[config.mk]
export PLATFORM = sky130hd
export DESIGN_NAME = status_flags_reg
export DESIGN_NICKNAME = d
export VERILOG_FILES = /design/src/rtl/status_flags_reg_pkg.sv /design/src/rtl/status_flags_reg_flag_stack.sv /design/src/rtl/status_flags_reg.sv
export SDC_FILE = /design/constraint.sdc
export NUM_CORES = 1
export LEC_CHECK = 0
export ABC_AREA = 0
export BUFFER_PORTS_ARGS = -buffer_cell sky130_fd_sc_hd__buf_2
export CORE_MARGIN = 2
export CORE_UTILIZATION = 31
export DETAILED_ROUTE_END_ITERATION = 16
export GPL_ROUTABILITY_DRIVEN = 0
export GPL_TIMING_DRIVEN = 0
export PLACE_DENSITY = 0.62
export SYNTH_ARGS = -nofsm -noshare
export SYNTH_HDL_FRONTEND = slang
export SYNTH_HIERARCHICAL = 1
export SYNTH_SLANG_ARGS = --single-unit
[constraint.sdc]
create_clock -name clk -period 3.8 [get_ports clk]
set_input_delay 0.57 -clock clk [delete_from_list [all_inputs] [get_ports clk]]
set_output_delay 0.57 -clock clk [all_outputs]
set_load 0.02 [all_outputs]
[src/rtl/status_flags_reg_pkg.sv]
// NZCV flag layout shared by the flag register and the condition evaluator.
package status_flags_reg_pkg;

  localparam int FLAG_N = 3;
  localparam int FLAG_Z = 2;
  localparam int FLAG_C = 1;
  localparam int FLAG_V = 0;

  typedef logic [3:0] nzcv_t;

endpackage

[src/rtl/status_flags_reg_flag_stack.sv]
// LIFO of saved NZCV sets; registered depth, combinational top entry and error pulse.
module flag_stack
  import status_flags_reg_pkg::*;
#(
  parameter int DEPTH = 4,
  parameter int PTR_W = 3
) (
  input  logic             clk,
  input  logic             rst,
  input  logic             push,
  input  logic             pop,
  input  nzcv_t            din,
  output nzcv_t            top,
  output logic [PTR_W-1:0] depth,
  output logic             full,
  output logic             empty,
  output logic             pop_ok,
  output logic             err
);

  // Storage is sized to the pointer range so any depth value indexes it directly.
  localparam int SLOTS = 1 << PTR_W;

  nzcv_t            mem [SLOTS];
  logic             push_ok;
  logic [PTR_W-1:0] top_idx;

  assign full    = (depth == PTR_W'(DEPTH));
  assign empty   = (depth == '0);
  assign push_ok = push & ~pop & ~full;
  assign pop_ok  = pop & ~push & ~empty;
  assign err     = (push & pop) | (push & full) | (pop & empty);
  assign top_idx = depth - PTR_W'(1);
  assign top     = mem[top_idx];

  always_ff @(posedge clk) begin
    if (rst) begin
      depth <= '0;
    end else if (push_ok) begin
      depth <= depth + PTR_W'(1);
    end else if (pop_ok) begin
      depth <= depth - PTR_W'(1);
    end
  end

  always_ff @(posedge clk) begin
    if (push_ok) begin
      mem[depth] <= din;
    end
  end

endmodule

[src/rtl/status_flags_reg.sv]
// NZCV flag register with ALU/explicit-write update priority and an exception save stack.
// FLAG_BYPASS_EN adds byp_* outputs exposing the next-state flags combinationally.
module status_flags_reg
  import status_flags_reg_pkg::*;
#(
  parameter int DATA_W      = 32,
  parameter int STACK_DEPTH = 4,
  parameter int PTR_W       = 3
) (
  input  logic              clk,
  input  logic              rst,
  input  logic [DATA_W-1:0] alu_result,
  input  logic              alu_carry,
  input  logic              alu_overflow,
  input  logic              op_logical,
  input  logic              set_flags,
  input  logic              cond_pass,
  input  logic              wr_en,
  input  logic [3:0]        wr_flags,
  input  logic              push,
  input  logic              pop,
  output logic              flag_n,
  output logic              flag_z,
  output logic              flag_c,
  output logic              flag_v,
  output logic [PTR_W-1:0]  depth,
  output logic              stack_full,
  output logic              stack_empty,
`ifdef FLAG_BYPASS_EN
  output logic              byp_n,
  output logic              byp_z,
  output logic              byp_c,
  output logic              byp_v,
`endif
  output logic              stack_err
);

  nzcv_t flags;
  nzcv_t flags_nxt;
  nzcv_t stack_top;
  logic  pop_ok;
  logic  err_pulse;

  flag_stack #(
    .DEPTH (STACK_DEPTH),
    .PTR_W (PTR_W)
  ) u_stack (
    .clk    (clk),
    .rst    (rst),
    .push   (push),
    .pop    (pop),
    .din    (flags),
    .top    (stack_top),
    .depth  (depth),
    .full   (stack_full),
    .empty  (stack_empty),
    .pop_ok (pop_ok),
    .err    (err_pulse)
  );

  // A rejected pop falls through so a concurrent write or ALU update still lands.
  always_comb begin
    flags_nxt = flags;
    if (pop_ok) begin
      flags_nxt = stack_top;
    end else if (wr_en && cond_pass) begin
      flags_nxt = wr_flags;
    end else if (set_flags && cond_pass) begin
      flags_nxt[FLAG_N] = alu_result[DATA_W-1];
      flags_nxt[FLAG_Z] = (alu_result == '0);
      flags_nxt[FLAG_C] = alu_carry;
      if (!op_logical) begin
        flags_nxt[FLAG_V] = alu_overflow;
      end
    end
  end

  always_ff @(posedge clk) begin
    if (rst) begin
      flags     <= '0;
      stack_err <= 1'b0;
    end else begin
      flags <= flags_nxt;
      if (err_pulse) begin
        stack_err <= 1'b1;
      end
    end
  end

  assign flag_n = flags[FLAG_N];
  assign flag_z = flags[FLAG_Z];
  assign flag_c = flags[FLAG_C];
  assign flag_v = flags[FLAG_V];

`ifdef FLAG_BYPASS_EN
  assign byp_n = flags_nxt[FLAG_N];
  assign byp_z = flags_nxt[FLAG_Z];
  assign byp_c = flags_nxt[FLAG_C];
  assign byp_v = flags_nxt[FLAG_V];
`endif

endmodule

After elaboration in Yosys (flattened, before gate mapping)
Memories as Yosys holds them, arrays and structs flattened.
Cells that the tools add are included.
{"block": "word_totals", "reg_bits": 8, "ramBits": 32, "inputBits": 46, "output_inout_bits": 10, "n_memories": 1}
{"memory": "u_stack.mem", "depth": 8, "width": 4, "read_ports": 1, "rd_clocked_by_memory_dff": 0, "write_ports": 1, "line_no": "status_flags_reg_flag_stack.sv:24", "rtl": "nzcv_t mem [SLOTS];"}
{"block": "op_classes", "addsub": 2, "n_eq_ne": 2, "mux": 8, "bitwise_logic": 13, "n_reduce_logical": 7}
{"operator": "$logic_not 32->1", "n": 1}
{"operator": "$mux 4", "n": 3}
{"operator": "$and 1x1->1", "n": 7}
{"operator": "$mux 3", "n": 2}
{"operator": "$not 1->1", "n": 4}
{"operator": "$add 3x1->3 const B", "n": 1}
{"operator": "$eq 3x3->1 const B", "n": 1}
{"operator": "$logic_not 3->1", "n": 1}
{"operator": "$mux 1", "n": 3}
{"operator": "$ne 3x1->1 const B", "n": 1}
{"operator": "$reduce_bool 3->1", "n": 1}
{"operator": "$sub 3x1->3 const B", "n": 1}
{"operator": "$logic_and 1x1->1", "n": 2}
{"operator": "$or 1x1->1", "n": 2}
{"operator": "$reduce_and 2->1", "n": 1}
{"operator": "$reduce_bool 2->1", "n": 1}

Depth between registers and ports, before layout
{"block": "depth", "word_depth": 5, "mapped_depth": 11}

Modules after synthesis
The synthesis kept the hierarchy.
{"mod": "flag_stack", "instances": 1, "cells_per_inst": 92, "area_each_um2": 1554.0}
{"mod": "status_flags_reg", "instances": 1, "cells_per_inst": 46, "area_each_um2": 377.9}

Worst setup path after synthesis
Ideal clock, no wire load.
{"block": "synth_timing", "path_type": "reg2reg", "from": "register u_stack.depth[0]", "to": "register flags[2]", "setup_ns": 0.070, "arrival_time_ns": 2.480, "setup_slack_ns": 1.250, "stages_incl_launch_ff": 12, "period_less_slack_ns": 2.550, "path_cell_list": "dfxtp_1 > buf_6 > buf_8 > inv_1 > ha_1 > clkbuf_1 > mux4_2 > mux2_2 > nand2b_1 > nand3_1 > or4_1 > a21oi_1"}
{"block": "synth_via", "word_cells_on_any_way": 7, "cone_classes": "1 x add/sub; 1 x mux; 2 x bitwise; 2 x reduce/logical; 1 x memory"}
{"element": "start, declared", "line_no": "status_flags_reg_flag_stack.sv:14", "rtl": "output logic [PTR_W-1:0] depth,"}
{"element": "start signal, assigned", "line_no": "status_flags_reg_flag_stack.sv:40", "rtl": "depth <= depth + PTR_W'(1);"}
{"element": "start signal, assigned", "line_no": "status_flags_reg_flag_stack.sv:42", "rtl": "depth <= depth - PTR_W'(1);"}
{"element": "$sub 3x1->3", "line_no": "status_flags_reg_flag_stack.sv:33", "rtl": "assign top_idx = depth - PTR_W'(1);"}
{"element": "$mem_v2 8x4"}
{"element": "via stack_top[2]", "line_no": "status_flags_reg.sv:40", "rtl": "nzcv_t stack_top;"}
{"element": "$mux 4", "line_no": "status_flags_reg.sv:64", "rtl": "if (pop_ok) begin"}
{"element": "end signal, assigned", "line_no": "status_flags_reg.sv:83", "rtl": "flags <= flags_nxt;"}
{"element": "end, declared", "line_no": "status_flags_reg.sv:38", "rtl": "nzcv_t flags;"}
The timed path passes the listed nets, and every way through them passes these cells.
A chain may end at the register's enable or synchronous reset.

Worst setup path after layout
Same ends and word-level chain as after synthesis.

==> impl_metrics.tcl <==
set metrics [dict create \
    max_freq_mhz 357 \
    clk_latency_ns 0.29 \
    finalClockSkew_ns 0.00549 \
    fp.dieArea_mm2 0.00688 \
    hold_path_class "flop to flop" \
    vias_per_cell 4.92 \
    peakVddDrop_mv 0.206 \
    cts.clk_slew.worst_paths_ns 0.07 \
    cp.arrival_ns 3.02 \
    cts_max_level 2 \
    core.rowCount 28 \
    leakagePower_nw 0.931 \
    synth_nets 187 \
    hold_buffers 0 \
    multi_input_area_um2 744 \
    firstDrtPassIters 4 \
    cts_tree "built" \
    diodes 0 \
    synthSimpleGateAreaFrac 0.145 \
    grt_pass1_wl_um 6550 \
    layout.nets 249 \
    fin_area_mm2 0.00243 \
    die_w_um 82.9 \
    fin_cells 276 \
    cts_buffer_depth 2 \
    start_util 0.324 \
    finalHoldViolations 0 \
    start_kind "flop" \
    worstSetupPathType "flop to flop" \
    cts_resized 0 \
    wirelength_um 4180 \
    drive_gt1_frac 0.393 \
    slew_viol_final 0 \
    drc 0 \
    fin_setup_tns_ns 0 \
    max_cap_violations 0 \
    areaGrowthSynthToFinish_pct 26.0 \
    synth_top_family_by_area "simple AND/OR/NAND/NOR gates" \
    synth-compound-area-share 0.0725 \
    placedCellCount 268 \
    min_period_ns 2.80 \
    syn_inst 138 \
    syn_avg_cell_area_um2 14.0 \
    yosysWarnings 6 \
    worstMarginPinSlew_ns 0.746 \
    setup-violations-final 0 \
    slew_headroom 0.499 \
    yosys.cell_types.count 43 \
    power.density_mw_per_mm2 478 \
    cp-end-kind "flop" \
    clock_sinks 40 \
    synth-xor-area-share 0.00907 \
    num_vias 1357 \
    drtAntennaViolNets 0 \
    post-dp-hpwl_um 3100 \
    status "complete, no violations" \
    rsz0062_at_grt "no" \
    drt-initial-drc-count 106 \
    io_pins 56 \
    muxShareOfSynthArea 0.139 \
    grt_max_degree 14 \
    p_total_mw 1.16 \
    yosysSeqAreaShare 0.580 \
    die_h_um 82.9 \
    core_mm2 0.00596 \
    worst-path-max-fanout 10 \
    gr-total-overflow 0 \
    seqCellArea_mm2 0.00112 \
    dpl_cell_area_mm2 0.00230 \
    synthAdderAreaFrac 0.0194 \
    wl_per_cell_um 15.2 \
    antenna_found_initial 0 \
    io_buffers 55 \
    synth-seq-cells 40 \
    post-cts-setup-buffers 0 \
    cts_buffers 5 \
    fillerInstances 592 \
    grt_pass1_vias 1307 \
    cts_root_buf "clkbuf_8" \
    required_ns 4.02 \
    post-route-period-util 0.737 \
    synth_area_mm2 0.00193 \
    grt_usage 0.122 \
]
==> flip-flops by register name, indices dropped and copies added, names as in the netlist <==
| name | cells |
|---|---|
| flags | 4 |
| u_stack/mem | 32 |
| stack_err | 1 |
| u_stack/depth | 3 |
==> layout by cell type, fill, tap and decap left out, types with 3 or more instances in the layout <==
cell and instances:
nor4_2 4, nand2b_1 3, mux4_1 6, mux2_2 5
nor2_1 10, inv_1 7, nand2_1 9, edfxtp_1 32
dfxtp_1 8, nor3_1 5, buf_2 57, a21oi_1 3
nor4_1 4, o21ai_0 3, ha_1 3, clkbuf_8 5
==> synthesized netlist by cell type (all sizes together) <==
library cell | number | area [um2]
edfxtp | 32 | 961
nor2 | 11 | 43.8
nand2 | 9 | 33.8
dfxtp | 8 | 160
mux4 | 8 | 203
nor4 | 8 | 75.1
inv | 7 | 26.3
mux2 | 5 | 56.3
nor3 | 5 | 25.0
buf | 4 | 36.3
a21oi | 3 | 15.0
ha | 3 | 37.5
nand2b | 3 | 18.8
o21ai | 3 | 15.0
a211oi | 2 | 15.0
a22o | 2 | 17.5
a311oi | 2 | 17.5
nand3 | 2 | 10.0
nand3b | 2 | 15.0
nor2b | 2 | 15.0
a2111oi | 1 | 8.76
a211o | 1 | 8.76
a221o | 1 | 10.0
a221oi | 1 | 8.76
and2b | 1 | 7.51
and3 | 1 | 6.26
clkbuf | 1 | 3.75
mux2i | 1 | 10.0
nand4 | 1 | 6.26
nand4b | 1 | 8.76
nor3b | 1 | 7.51
o21a | 1 | 7.51
o2bb2ai | 1 | 8.76
o31ai | 1 | 7.51
or4 | 1 | 7.51
xnor2 | 1 | 8.76
xor2 | 1 | 8.76
==> cell families (layout without fill, tap and decap cells) <==
group	Yosys count	after routing
and+or+nand+nor	48	48
DFF	40	40
AOI/OAI and AO/OA	19	19
muxes	14	14
buffers and inverters	12	75
adders and majority gates	3	3
xor gates and xnor gates	2	2
==> worst paths after layout <==
path              depth (start not counted)        end        startpoint  slack [ns]
hold reg to reg                           2  stack_err         stack_err        0.47
setup / recovery                         11   flags[2]  u_stack/depth[0]        1.00
hold / removal                            2  stack_err         stack_err        0.47
setup reg to reg                         11   flags[2]  u_stack/depth[0]        1.00
==> routing by layer <==
layer	GRT usage	routed length, um	up-vias
met2	0.203	2170	19
met1	0.153	1860	660
met4	0.0417	40	0
li1	-	-	670
met3	0.0328	111	8
met5	0	0	-
==> power by group <==
group	internal, mW	switching (mW)	total [mW]
combinational	0.117	0.126	0.244
clock	0.262	0.141	0.404
sequential	0.496	0.0190	0.515
==> metrics by stage <==
stage	hold WS [ns]	worst slack, ns	util
2_1_floorplan	0.553	1.25	-
3_3_place_gp	0.442	1.03	0.386
3_5_place_dp	0.457	1.02	0.386
4_1_cts	0.473	0.990	0.409
5_1_grt	0.521	0.816	0.409
6_report	0.469	1.00	0.409
==> critical path, stage by stage (launching register included) <==
cell and delay [ns]:
dfxtp_1 0.38, buf_6 0.17, buf_8 0.15, inv_1 0.06, ha_1 0.30, clkbuf_1 0.44, mux4_2 0.31, mux2_2 0.16
nand2b_1 0.10, nand3_1 0.06, or4_1 0.47, a21oi_1 0.14
==> layout make-up <==
| cell class | count | area share |
|---|---|---|
| Multi-Input combinational cell | 86 | 0.306 |
| Buffer | 5 | 0.0165 |
| Sequential cell | 40 | 0.461 |
| Clock buffer | 6 | 0.0298 |
| Tap cell | 75 | 0.0386 |
| Clock inverter | 2 | 0.0247 |
| Inverter | 7 | 0.0108 |
| Timing Repair Buffer | 55 | 0.113 |
No activity file was read; power rests on OpenSTA's default activity.
